$ cat src/rtl/serial_pattern_matcher_pkg.sv
// serial_pattern_matcher_pkg
//   Shared constants for the serial pattern matcher family:
//   - legal PATTERN_WIDTH range
//   - fill-counter width helper
//   - default pattern and mask values used by the matcher and its benches
package serial_pattern_matcher_pkg;

    localparam int MIN_PATTERN_WIDTH = 2;
    localparam int MAX_PATTERN_WIDTH = 32;

    localparam logic [3:0] DEFAULT_PATTERN = 4'b1001;
    localparam logic [3:0] DEFAULT_MASK    = 4'b1111;

    // The fill counter must be able to hold the value PATTERN_WIDTH itself.
    function automatic int fill_width(input int pattern_width);
        return $clog2(pattern_width + 1);
    endfunction

endpackage

$ cat src/rtl/serial_pattern_matcher_sat_counter.sv
// sat_counter
//   Saturating event counter with a sticky overflow flag.
//   Ports:
//     clk       in   rising-edge clock
//     n_reset   in   asynchronous active-low reset
//     inc       in   count one event on this edge
//     clr       in   synchronous clear of count and overflow
//     count     out  WIDTH-bit saturating count
//     overflow  out  sticky; set when an event arrives with count at all ones
//   A clear coinciding with an event leaves count at 1 so that event is kept.
module sat_counter #(
    parameter int WIDTH = 8
) (
    input  logic             clk,
    input  logic             n_reset,
    input  logic             inc,
    input  logic             clr,
    output logic [WIDTH-1:0] count,
    output logic             overflow
);

    always_ff @(posedge clk or negedge n_reset) begin
        if (!n_reset) begin
            count    <= '0;
            overflow <= 1'b0;
        end else if (clr) begin
            count    <= inc ? WIDTH'(1) : '0;
            overflow <= 1'b0;
        end else if (inc) begin
            if (&count) begin
                overflow <= 1'b1;
            end else begin
                count <= count + WIDTH'(1);
            end
        end
    end

endmodule

$ cat src/rtl/serial_pattern_matcher.sv
// serial_pattern_matcher
//   Compares the most recent PATTERN_WIDTH sampled bits against a
//   run-time-loadable pattern and don't-care mask. Emits a one-cycle match
//   pulse and counts matches in a saturating counter.
//   Ports:
//     clk          in   rising-edge clock
//     n_reset      in   asynchronous active-low reset
//     in_bit       in   serial data bit
//     in_valid     in   sample in_bit on this edge
//     cfg_load     in   load cfg_pattern / cfg_mask (discards in_bit this edge)
//     cfg_pattern  in   new pattern, MSB is the oldest bit in time
//     cfg_mask     in   new mask, 1 = bit must match, 0 = don't care
//     clear_count  in   synchronous clear of match_count and overflow
//     match        out  one-cycle match pulse, 1 clock after the completing bit
//     match_count  out  saturating match count
//     overflow     out  sticky counter overflow
//     primed       out  history holds PATTERN_WIDTH valid bits
//
//   Input handshake: in_valid is a qualifier only, there is no back-pressure.
//   Every edge with in_valid=1 and cfg_load=0 consumes in_bit; an edge with
//   in_valid=0 leaves history, fill and count untouched.
module serial_pattern_matcher
    import serial_pattern_matcher_pkg::*;
#(
    parameter int                       PATTERN_WIDTH = 4,
    parameter logic [PATTERN_WIDTH-1:0] RESET_PATTERN = PATTERN_WIDTH'(DEFAULT_PATTERN),
    parameter logic [PATTERN_WIDTH-1:0] RESET_MASK    = {PATTERN_WIDTH{1'b1}},
    parameter bit                       OVERLAP       = 1'b1,
    parameter int                       COUNT_WIDTH   = 8
) (
    input  logic                     clk,
    input  logic                     n_reset,
    input  logic                     in_bit,
    input  logic                     in_valid,
    input  logic                     cfg_load,
    input  logic [PATTERN_WIDTH-1:0] cfg_pattern,
    input  logic [PATTERN_WIDTH-1:0] cfg_mask,
    input  logic                     clear_count,
    output logic                     match,
    output logic [COUNT_WIDTH-1:0]   match_count,
    output logic                     overflow,
    output logic                     primed
);

    localparam int FILL_W = fill_width(PATTERN_WIDTH);
    localparam logic [FILL_W-1:0] FILL_MAX    = FILL_W'(PATTERN_WIDTH);
    localparam logic [FILL_W-1:0] FILL_BEFORE = FILL_W'(PATTERN_WIDTH - 1);

    // Out-of-range widths fail elaboration by referencing a module that
    // does not exist.
    if (PATTERN_WIDTH < MIN_PATTERN_WIDTH || PATTERN_WIDTH > MAX_PATTERN_WIDTH) begin : g_bad_width
        illegal_pattern_width_parameter u_illegal ();
    end

    logic [PATTERN_WIDTH-1:0] history;
    logic [PATTERN_WIDTH-1:0] pattern;
    logic [PATTERN_WIDTH-1:0] mask;
    logic [FILL_W-1:0]        fill;

    logic                     sample;
    logic [PATTERN_WIDTH-1:0] next_hist;
    logic [FILL_W-1:0]        fill_inc;
    logic                     hit;

    always_comb begin
        sample    = in_valid && !cfg_load;
        next_hist = {history[PATTERN_WIDTH-2:0], in_bit};
        fill_inc  = (fill == FILL_MAX) ? FILL_MAX : fill + FILL_W'(1);
        // The incoming bit completes a full window when fill+1 >= PATTERN_WIDTH.
        hit       = sample && (fill >= FILL_BEFORE) &&
                    (((next_hist ^ pattern) & mask) == '0);
    end

    always_ff @(posedge clk or negedge n_reset) begin
        if (!n_reset) begin
            history <= '0;
            fill    <= '0;
            pattern <= RESET_PATTERN;
            mask    <= RESET_MASK;
            match   <= 1'b0;
        end else if (cfg_load) begin
            pattern <= cfg_pattern;
            mask    <= cfg_mask;
            fill    <= '0;
            match   <= 1'b0;
        end else if (in_valid) begin
            history <= next_hist;
            match   <= hit;
            // Non-overlap mode restarts the fill but keeps the history bits;
            // they can no longer contribute because fill gates the compare.
            if (hit && !OVERLAP) begin
                fill <= '0;
            end else begin
                fill <= fill_inc;
            end
        end else begin
            match <= 1'b0;
        end
    end

    assign primed = (fill == FILL_MAX);

    sat_counter #(
        .WIDTH (COUNT_WIDTH)
    ) u_count (
        .clk      (clk),
        .n_reset  (n_reset),
        .inc      (hit),
        .clr      (clear_count),
        .count    (match_count),
        .overflow (overflow)
    );

endmodule

$ cat config.mk
export PLATFORM = sky130hd
export DESIGN_NAME = serial_pattern_matcher
export DESIGN_NICKNAME = d
export VERILOG_FILES = /design/src/rtl/serial_pattern_matcher_pkg.sv /design/src/rtl/serial_pattern_matcher_sat_counter.sv /design/src/rtl/serial_pattern_matcher.sv
export SDC_FILE = /design/constraint.sdc
export NUM_CORES = 1
export LEC_CHECK = 0
export ABC_AREA = 1
export ABC_CLOCK_PERIOD_IN_PS = 2150
export BUFFER_PORTS_ARGS = -buffer_cell sky130_fd_sc_hd__buf_2
export CAP_MARGIN = 20
export CORE_ASPECT_RATIO = 1.1
export CORE_MARGIN = 2
export CORE_UTILIZATION = 40
export DETAILED_ROUTE_END_ITERATION = 8
export PLACE_DENSITY = 0.66
export REMOVE_ABC_BUFFERS = 1
export SLEW_MARGIN = 20
export SYNTH_ARGS = -nofsm -noshare
export SYNTH_HDL_FRONTEND = slang
export SYNTH_HIERARCHICAL = 1
export SYNTH_SLANG_ARGS = --single-unit
export TNS_END_PERCENT = 100
$ cat constraint.sdc
create_clock -name clk -period 2.15 [get_ports clk]
set_input_delay 0.43 -clock clk [delete_from_list [all_inputs] [get_ports clk]]
set_output_delay 0.43 -clock clk [all_outputs]
set_load 0.03 [all_outputs]
======== Word-level counts from Yosys, hierarchy flattened ========
Cells that the tools add are included.
Widths: inputs -> output; s select.
word-level totals
  word-level logic and storage cells ...... 39
  register bits ........................... 24
  output and inout bits ................... 11
  bits of input ports ..................... 14
cells by class
  magnitude comparators ................... 1
  reduce and logical (&&, ||, !) cells .... 12
  $add $sub $neg .......................... 2
  eq/ne operators ......................... 2
  muxes and demuxes ....................... 12
  bitwise gates (word level) .............. 3
operators with widths
  cell                 count
  $mux 8               3
  $mux 3               3
  $add 8x1->8 const B  1
  $reduce_and 8->1     1
  $mux 1               6
  $reduce_and 2->1     3
  $reduce_bool 2->1    3
  $and 4x4->4          1
  $logic_not 4->1      1
  $xor 4x4->4          1
  $add 3x1->3 const B  1
  $eq 3x3->1 const B   1
  $ge 3x2->1 const B   1
  $logic_and 1x1->1    3
  $ne 2x2->1 const B   1
  $logic_not 1->1      1
  $not 1->1            1

======== Depth between registers and ports, before layout ========
Gate-level depths: netlist of the first run.
  depth after elaboration ................. 6
  gate-level depth with buffers ........... 11

======== By module ========
Netlist of the first run, hierarchy kept.
by module, submodules not included
  module                  seq. area each (sq um)  cells an instance  instances  area each (sq um)
  serial_pattern_matcher  382.9                   87                 1          718.2
  sat_counter             225.2                   74                 1          551.8

======== Worst setup path after synthesis of the first run ========
No wires, ideal clock.
  path kind ............................... reg2reg
  start ................................... register fill[0]
  end ..................................... register u_count.count[3]
  slack ................................... 0.616 ns
  data arrival time ....................... 1.457 ns
  stages on the path, launching flop included .. 11
  buffers on the path ..................... 0
  required time ........................... 2.074 ns
  cell sequence ........................... dfrtp_1 ha_1 ha_1 nor2_1 a21oi_2 nand2_1 nor2_1 nand2_4 nor2_1 nand2_1 o21ai_1
between the ends
  cells in the longest elaborated chain, start to end .. 5
RTL lines
  what                                line                                      text
  start: declaration                  serial_pattern_matcher.sv:58              logic [FILL_W-1:0] fill;
  start signal: assignment            serial_pattern_matcher.sv:94              fill <= fill_inc;
  $ge 3x2->1                          serial_pattern_matcher.sv:70              hit = sample && (fill >= FILL_BEFORE) &&
  $logic_and 1x1->1 (2 in series)     serial_pattern_matcher.sv:70
  via hit                             serial_pattern_matcher.sv:63              logic hit;
  $reduce_bool 2->1 (no source line)  -
  $reduce_and 2->1 (no source line)   -
  end signal: assignment              serial_pattern_matcher_sat_counter.sv:27  count <= inc ? WIDTH'(1) : '0;
  end signal: assignment              serial_pattern_matcher_sat_counter.sv:33  count <= count + WIDTH'(1);
  end: declaration                    serial_pattern_matcher_sat_counter.sv:18  output logic [WIDTH-1:0] count,
The timed path passes the listed nets, and every way through them passes these cells.
A chain may end at the register's enable or synchronous reset.

======== Worst setup path in the final report of the first run ========
  start ................................... register fill[1]
  end ..................................... register u_count.count[3]
The elaborated chain is that of the path after synthesis.

==> out/qor.csv, run 1 <==
stage,metric,value,unit
status,status,completed,
placement,dp_hpwl,1910,um
drt,drt-pass1-iter-count,4,
global_route,grt.total_usage,0.139,
setup_path,cp_slowest_cell,dfrtp_1,
die,die_h,63.1,um
die,die_w,57.7,um
finish,finalNetCount,208,
cts,cts_tree,done,
timing,hold_violations,0,
setup_path,path_buf_inv,0,
timing,fin_crit_sh,0.825,
drt,drtIter0Drc,25,
finish,final_cells,223,
cts,htreeDepth,1,
setup_path,crit_required,2400,ps
cts,cts_setup_buffers,0,
logic_synthesis,synthesis.area,0.00127,sq mm
power_and_ir_drop,total_power,806,uW
logic_synthesis,avgSynthCellArea,7.89,sq um
cts,cts.sinks,24,
finish,final_common_cell,nand2_1,
timing,period_needed,1770,ps
finish,fill_cells,315,
logic_synthesis,seq_area_frac_synth,0.479,
finish,area_delta_synth_final,15.1,%
global_route,grt_pass1_wl,4030,um
logic_synthesis,yosys.cell_types.count,22,
power_and_ir_drop,clkPwrFrac,0.246,
timing,drv_slew,0,
die,initial_core_util,0.417,
cts,path_clk_slew,130,ps
placement,placed_cells,219,
timing,setup_slack,377,ps
placement,pre_cts_ws,360,ps
drt,via_per_inst,4.98,
setup_path,rr_worst_depth,10,
finish,mostFrequentLayoutCells,"59 x nand2_1, 24 x buf_2, 20 x inv_1",
drt,ant_nets,0,
power_and_ir_drop,switching_share,0.259,
setup_path,reg2reg_setup_slack,380,ps
finish,utilization,0.479,
drt,routed_wl,2440,um
finish,multi_input_area,569,sq um
finish,antenna_cells,0,
setup_path,cp-end-kind,flip-flop,
timing,setup-tns-final,0,ps
global_route,antenna_found_initial,0,
power_and_ir_drop,p_seq_frac,0.626,
power_and_ir_drop,p_per_area,552,mW/mm^2
setup_path,cpMostUsedCell,nor2_1,
setup_path,crit_chain,"ha_1, ha_1, nor2_1, a21oi_2, nand2_1, nor2_1, nand2_4, nor2_1, nand2_1, o21ai_1",
finish,drive_gt1_frac,0.233,
logic_synthesis,netlist_instances,161,
timing,fmax,564,MHz
power_and_ir_drop,comb_power_share,0.128,
setup_path,worstSetupPathType,flip-flop to flip-flop,
cts,cts_buffers,3,
timing,finalSetupViolCount,0,
drt,wl_per_cell,11.0,um
logic_synthesis,synth_warnings,6,
setup_path,slowest_delay,400,ps
drt,drcViolationCount,0,
cts,postCtsHoldBufs,0,
global_route,grt_pass1_vias,989,
min_path,hp-class,input pin to async pin,
setup_path,r2r-end,u_count/count[3],
power_and_ir_drop,p_int,597,uW
die,die_area,0.00364,sq mm
logic_synthesis,ys_ff_latch,24,
placement,gp_congestion,0.832,
cts,cts_resized,0,
placement,port_buffers,24,
setup_path,cp-start-kind,flip-flop,
timing,whs,74.6,ps
power_and_ir_drop,irDropWorstVdd,0.000296,V
die,core_area,0.00305,sq mm
placement,place_area,0.00144,sq mm
die,io_pins,25,
timing,slew_headroom,0.648,
setup_path,crit_arrival,2020,ps
timing,finalClockSkew,12.1,ps
setup_path,reg2reg_from,fill[1],
global_route,grt_max_degree,25,
job,maxCapViolCount,0,
cts,clockBufferDepth,2,
power_and_ir_drop,p_switching,209,uW
timing,worstMarginPinSlew,528,ps
cts,insertion_delay,310,ps
finish,ff_latch_area,608,sq um
logic_synthesis,synthArstFlopShare,1.00,
cts,clock-root-buffer,clkbuf_4,
power_and_ir_drop,leakage,0.778,nW
die,placementRows,21,
setup_path,cp_max_fo,4,
logic_synthesis,synth_edf_count,0,
timing,rsz0062_at_grt,false,
finish,fin_area,0.00146,sq mm
setup_path,crit_family,simple AND/OR/NAND/NOR gates,
logic_synthesis,ys.flop_type,dfrtp_1,
global_route,overflow,0,
drt,vias,1111,
## registers in the layout, indices dropped and copies added, names as in the netlist
signal            cells
mask                  4
fill                  3
history               3
match                 1
u_count/overflow      1
u_count/count         8
pattern               4
## metal layers
metal,GRT usage,share of wire,up-vias
met5,0,0,-
met4,0.0349,0.0090,0
met1,0.167,0.42,520
met3,0.0246,0.054,4
met2,0.251,0.51,32
li1,-,-,555
## power by group through the flow
stage	sequential [mW]	clock, mW	combinational, mW
2_1_floorplan	0.509	0	0.0636
3_3_place_gp	0.512	0	0.104
3_5_place_dp	0.513	0	0.106
4_1_cts	0.505	0.212	0.106
5_1_grt	0.509	0.234	0.120
6_report	0.505	0.198	0.103
## cell usage after synthesis (2+ instances only)
| cell type | number | share of area |
|---|---|---|
| nand2_1 | 59 | 0.17 |
| inv_1 | 20 | 0.059 |
| dfrtp_1 | 18 | 0.35 |
| nor2_1 | 12 | 0.035 |
| nand3_1 | 9 | 0.035 |
| o21ai_0 | 9 | 0.035 |
| dfstp_2 | 6 | 0.12 |
| ha_1 | 4 | 0.039 |
| nand2_4 | 3 | 0.027 |
| o21ai_1 | 3 | 0.012 |
| o22ai_1 | 3 | 0.015 |
| xor2_1 | 3 | 0.021 |
| nand2_2 | 2 | 0.0099 |
| nor2_4 | 2 | 0.018 |
## worst max-delay path by stage
stage	endpoint	cells after the start	from
6_report	u_count/count[3]	10	fill[1]
5_1_grt	u_count/count[1]	10	fill[1]
4_1_cts	u_count/count[3]	10	fill[1]
3_5_place_dp	u_count/count[3]	10	cfg_load
3_3_place_gp	u_count/count[3]	10	cfg_load
2_1_floorplan	u_count/count[3]	10	fill[0]
## cell type report
class	instances	share of cell area
clock buffers	4	0.0180
inverters	22	0.0599
multi-input cells	114	0.390
flip-flops and latches	24	0.416
well taps	34	0.0291
repair buffers	25	0.0873
## kinds of logic after synthesis
kind of cell             after synthesis  share of synthesized area
flip-flops                            24                      0.479
AO/OA/AOI/OAI                         17                     0.0729
XOR/XNOR                               3                     0.0207
AND/OR/NAND/NOR                       90                      0.315
adder cells (fa/ha/maj)                4                     0.0394
buffers and inverters                 23                     0.0729
(Power assumes the default switching activity.)
==> inputs of run 2 (changes only) <==
--- a/config.mk
+++ b/config.mk
@@ -6,14 +6,14 @@
 export NUM_CORES = 1
 export LEC_CHECK = 0
 export ABC_AREA = 1
-export ABC_CLOCK_PERIOD_IN_PS = 2150
+export ABC_CLOCK_PERIOD_IN_PS = 1500
 export BUFFER_PORTS_ARGS = -buffer_cell sky130_fd_sc_hd__buf_2
 export CAP_MARGIN = 20
 export CORE_ASPECT_RATIO = 1.1
 export CORE_MARGIN = 2
 export CORE_UTILIZATION = 40
 export DETAILED_ROUTE_END_ITERATION = 8
-export PLACE_DENSITY = 0.66
+export PLACE_DENSITY = 0.68
 export REMOVE_ABC_BUFFERS = 1
 export SLEW_MARGIN = 20
 export SYNTH_ARGS = -nofsm -noshare
==> constraint.sdc (replaced) <==
create_clock -name clk -period 1.5 [get_ports clk]
set_input_delay 0.3 -clock clk [delete_from_list [all_inputs] [get_ports clk]]
set_output_delay 0.3 -clock clk [all_outputs]
set_load 0.03 [all_outputs]
==> out/qor.csv, run 2 (same netlist as run 1, synthesis figures left out) <==
stage,metric,value,unit,change
global_route,antenna_found_initial,0,,unchanged
setup_path,reg2reg_setup_slack,-70,ps,was 380 ps
cts,clockBufferDepth,2,,unchanged
placement,gp_congestion,0.866,,was 0.832
power_and_ir_drop,p_per_area,833,mW/mm^2,was 552 mW/mm^2
die,die_w,57.7,um,unchanged
finish,regMostFlops,u_count/count,,unchanged
cts,path_clk_slew,140,ps,was 130 ps
finish,area_delta_synth_final,34.6,%,was 15.1%
setup_path,reg2reg_from,fill[1],,unchanged
cts,clock-root-buffer,clkbuf_4,,unchanged
timing,setup_slack,-84.0,ps,was 377 ps
setup_path,cp-end-kind,output pin,,was flip-flop
cts,cts_buffers,3,,unchanged
status,status,finished with violations,,was completed
min_path,hp-class,input pin to flip-flop,,was input pin to async pin
finish,drive_gt1_frac,0.362,,was 0.233
timing,finalClockSkew,9.33,ps,was 12.1 ps
timing,period_needed,1580,ps,
setup_path,r2r-end,u_count/count[3],,unchanged
setup_path,slowest_delay,430,ps,was 400 ps
setup_path,cp_slowest_cell,dfrtp_1,,unchanged
cts,htreeDepth,1,,unchanged
finish,antenna_cells,0,,unchanged
finish,ff_latch_area,608,sq um,unchanged
timing,finalSetupViolCount,9,,was 0
drt,via_per_inst,4.84,,was 4.98
cts,insertion_delay,320,ps,was 310 ps
power_and_ir_drop,irDropWorstVdd,0.000484,V,was 0.000296 V
timing,drv_slew,0,,unchanged
setup_path,crit_chain,"buf_6, inv_4, ha_4, nand2_2, inv_2, buf_6",,"was ha_1, ha_1, nor2_1, a21oi_2, nand2_1, nor2_1, nand2_4, nor2_1, nand2_1, o21ai_1"
die,initial_core_util,0.417,,unchanged
setup_path,cpMostUsedCell,buf_6,,was nor2_1
power_and_ir_drop,total_power,1.42,mW,was 806 uW
global_route,grt_pass1_wl,4740,um,was 4030 um
status,violations,setup timing,,
placement,port_buffers,24,,unchanged
global_route,grt_pass1_vias,1132,,was 989
min_path,holdPathStages,3,,
timing,hold_violations,0,,unchanged
finish,multi_input_area,628,sq um,was 569 sq um
drt,drcViolationCount,0,,unchanged
setup_path,crit_arrival,1280,ps,was 2020 ps
die,core_area,0.00305,sq mm,unchanged
timing,rsz0062_at_grt,true,,was false
die,placementRows,21,,unchanged
drt,vias,1167,,was 1111
cts,cts_tree,done,,unchanged
timing,slew_headroom,0.633,,was 0.648
setup_path,rr_worst_depth,10,,unchanged
finish,largest_reg_flops,8,,unchanged
placement,pre_cts_ws,-217,ps,was 360 ps
global_route,overflow,0,,unchanged
drt,routed_wl,2900,um,was 2440 um
finish,mostFrequentLayoutCells,"55 x nand2_1, 23 x buf_2, 18 x dfrtp_1",,"was 59 x nand2_1, 24 x buf_2, 20 x inv_1"
setup_path,cp_max_fo,2,,was 4
min_path,hold_path_end,mask[0],,
cts,cts.sinks,24,,unchanged
job,maxCapViolCount,0,,unchanged
drt,drt-pass1-iter-count,4,,unchanged
power_and_ir_drop,leakage,0.888,nW,was 0.778 nW
drt,drtIter0Drc,38,,was 25
drt,wl_per_cell,12.0,um,was 11.0 um
timing,whs,146,ps,was 74.6 ps
drt,ant_nets,0,,unchanged
finish,finalNetCount,226,,was 208
timing,fin_crit_sh,1.06,,
die,die_h,63.1,um,unchanged
setup_path,cp-start-kind,flip-flop,,unchanged
die,io_pins,25,,unchanged
setup_path,worstSetupPathType,flip-flop to output pin,,was flip-flop to flip-flop
global_route,grt_max_degree,25,,unchanged
finish,final_common_cell,nand2_1,,unchanged
die,die_area,0.00364,sq mm,unchanged
timing,fmax,631,MHz,
setup_path,crit_required,1200,ps,was 2400 ps
finish,fill_cells,298,,was 315
finish,largest_registers,"u_count/count x8, mask x4, pattern x4",,unchanged
global_route,grt.total_usage,0.168,,was 0.139
timing,worstMarginPinSlew,550,ps,was 528 ps
placement,dp_hpwl,2080,um,was 1910 um
min_path,hp-start,cfg_mask[0],,
==> run 2: power by group <==
part           leakage, nW  switching [mW]  internal (mW)
Clock               0.0279           0.208          0.270
Sequential           0.306          0.0271          0.696
Combinational        0.554           0.120          0.102
==> run 2: cell type report <==
cell class / count / share of cell area
Timing Repair Buffer: 43 / 0.165
Clock inverter: 1 / 0.0176
Multi-Input combinational cell: 114 / 0.367
Clock buffer: 3 / 0.0132
Sequential cell: 24 / 0.356
Inverter: 22 / 0.0556
Tap cell: 34 / 0.0249
==> run 2: how the worst max path moves through the flow <==
stage               slack, ps          endpoint  cells past startpoint  startpoint
global route             -200  u_count/count[3]                     10     fill[1]
CTS                      -100  u_count/count[6]                     11     fill[1]
floorplan                 -30  u_count/count[3]                     10     fill[0]
detailed placement       -220  u_count/count[3]                     10     fill[1]
global placement         -120  u_count/count[3]                     10     fill[0]
finish                    -80            primed                      6     fill[1]
==> run 2: critical path: cells and delay by family, from the launching register on <==
family | cells | cell delay [ps]
adders and majority gates | 1 | 120
buffers and inverters | 4 | 370
DFF | 1 | 430
and+or+nand+nor | 1 | 50
==> run 2: timing repair <==
action,4_1_cts,5_1_grt
gates resized for setup,21,4
hold buffers,1,0
endpoints found under the hold margin,18,0
pin swaps,2,0
endpoints found under the setup margin,9,9
buffers inserted,8,1
==> run 2: through the flow <==
step / cell area, sq um / instances / utilization / TNS [ps]
after floorplan: 1260 / 160 / - / -151
after global placement: 1500 / 227 / 0.491 / -602
after detailed placement: 1500 / 227 / 0.491 / -1480
after CTS: 1680 / 240 / 0.553 / -633
after global routing: 1710 / 241 / 0.561 / -1340
final: 1710 / 241 / 0.561 / -532
==> run 2: per-layer routing <==
metal  routed length, um  global-route usage  up-vias
li1                    -                   -      592
met1                1170               0.181      548
met2                1600               0.324       25
met3                 113              0.0246        2
met4                  16              0.0523        0
met5                   0                   0        -
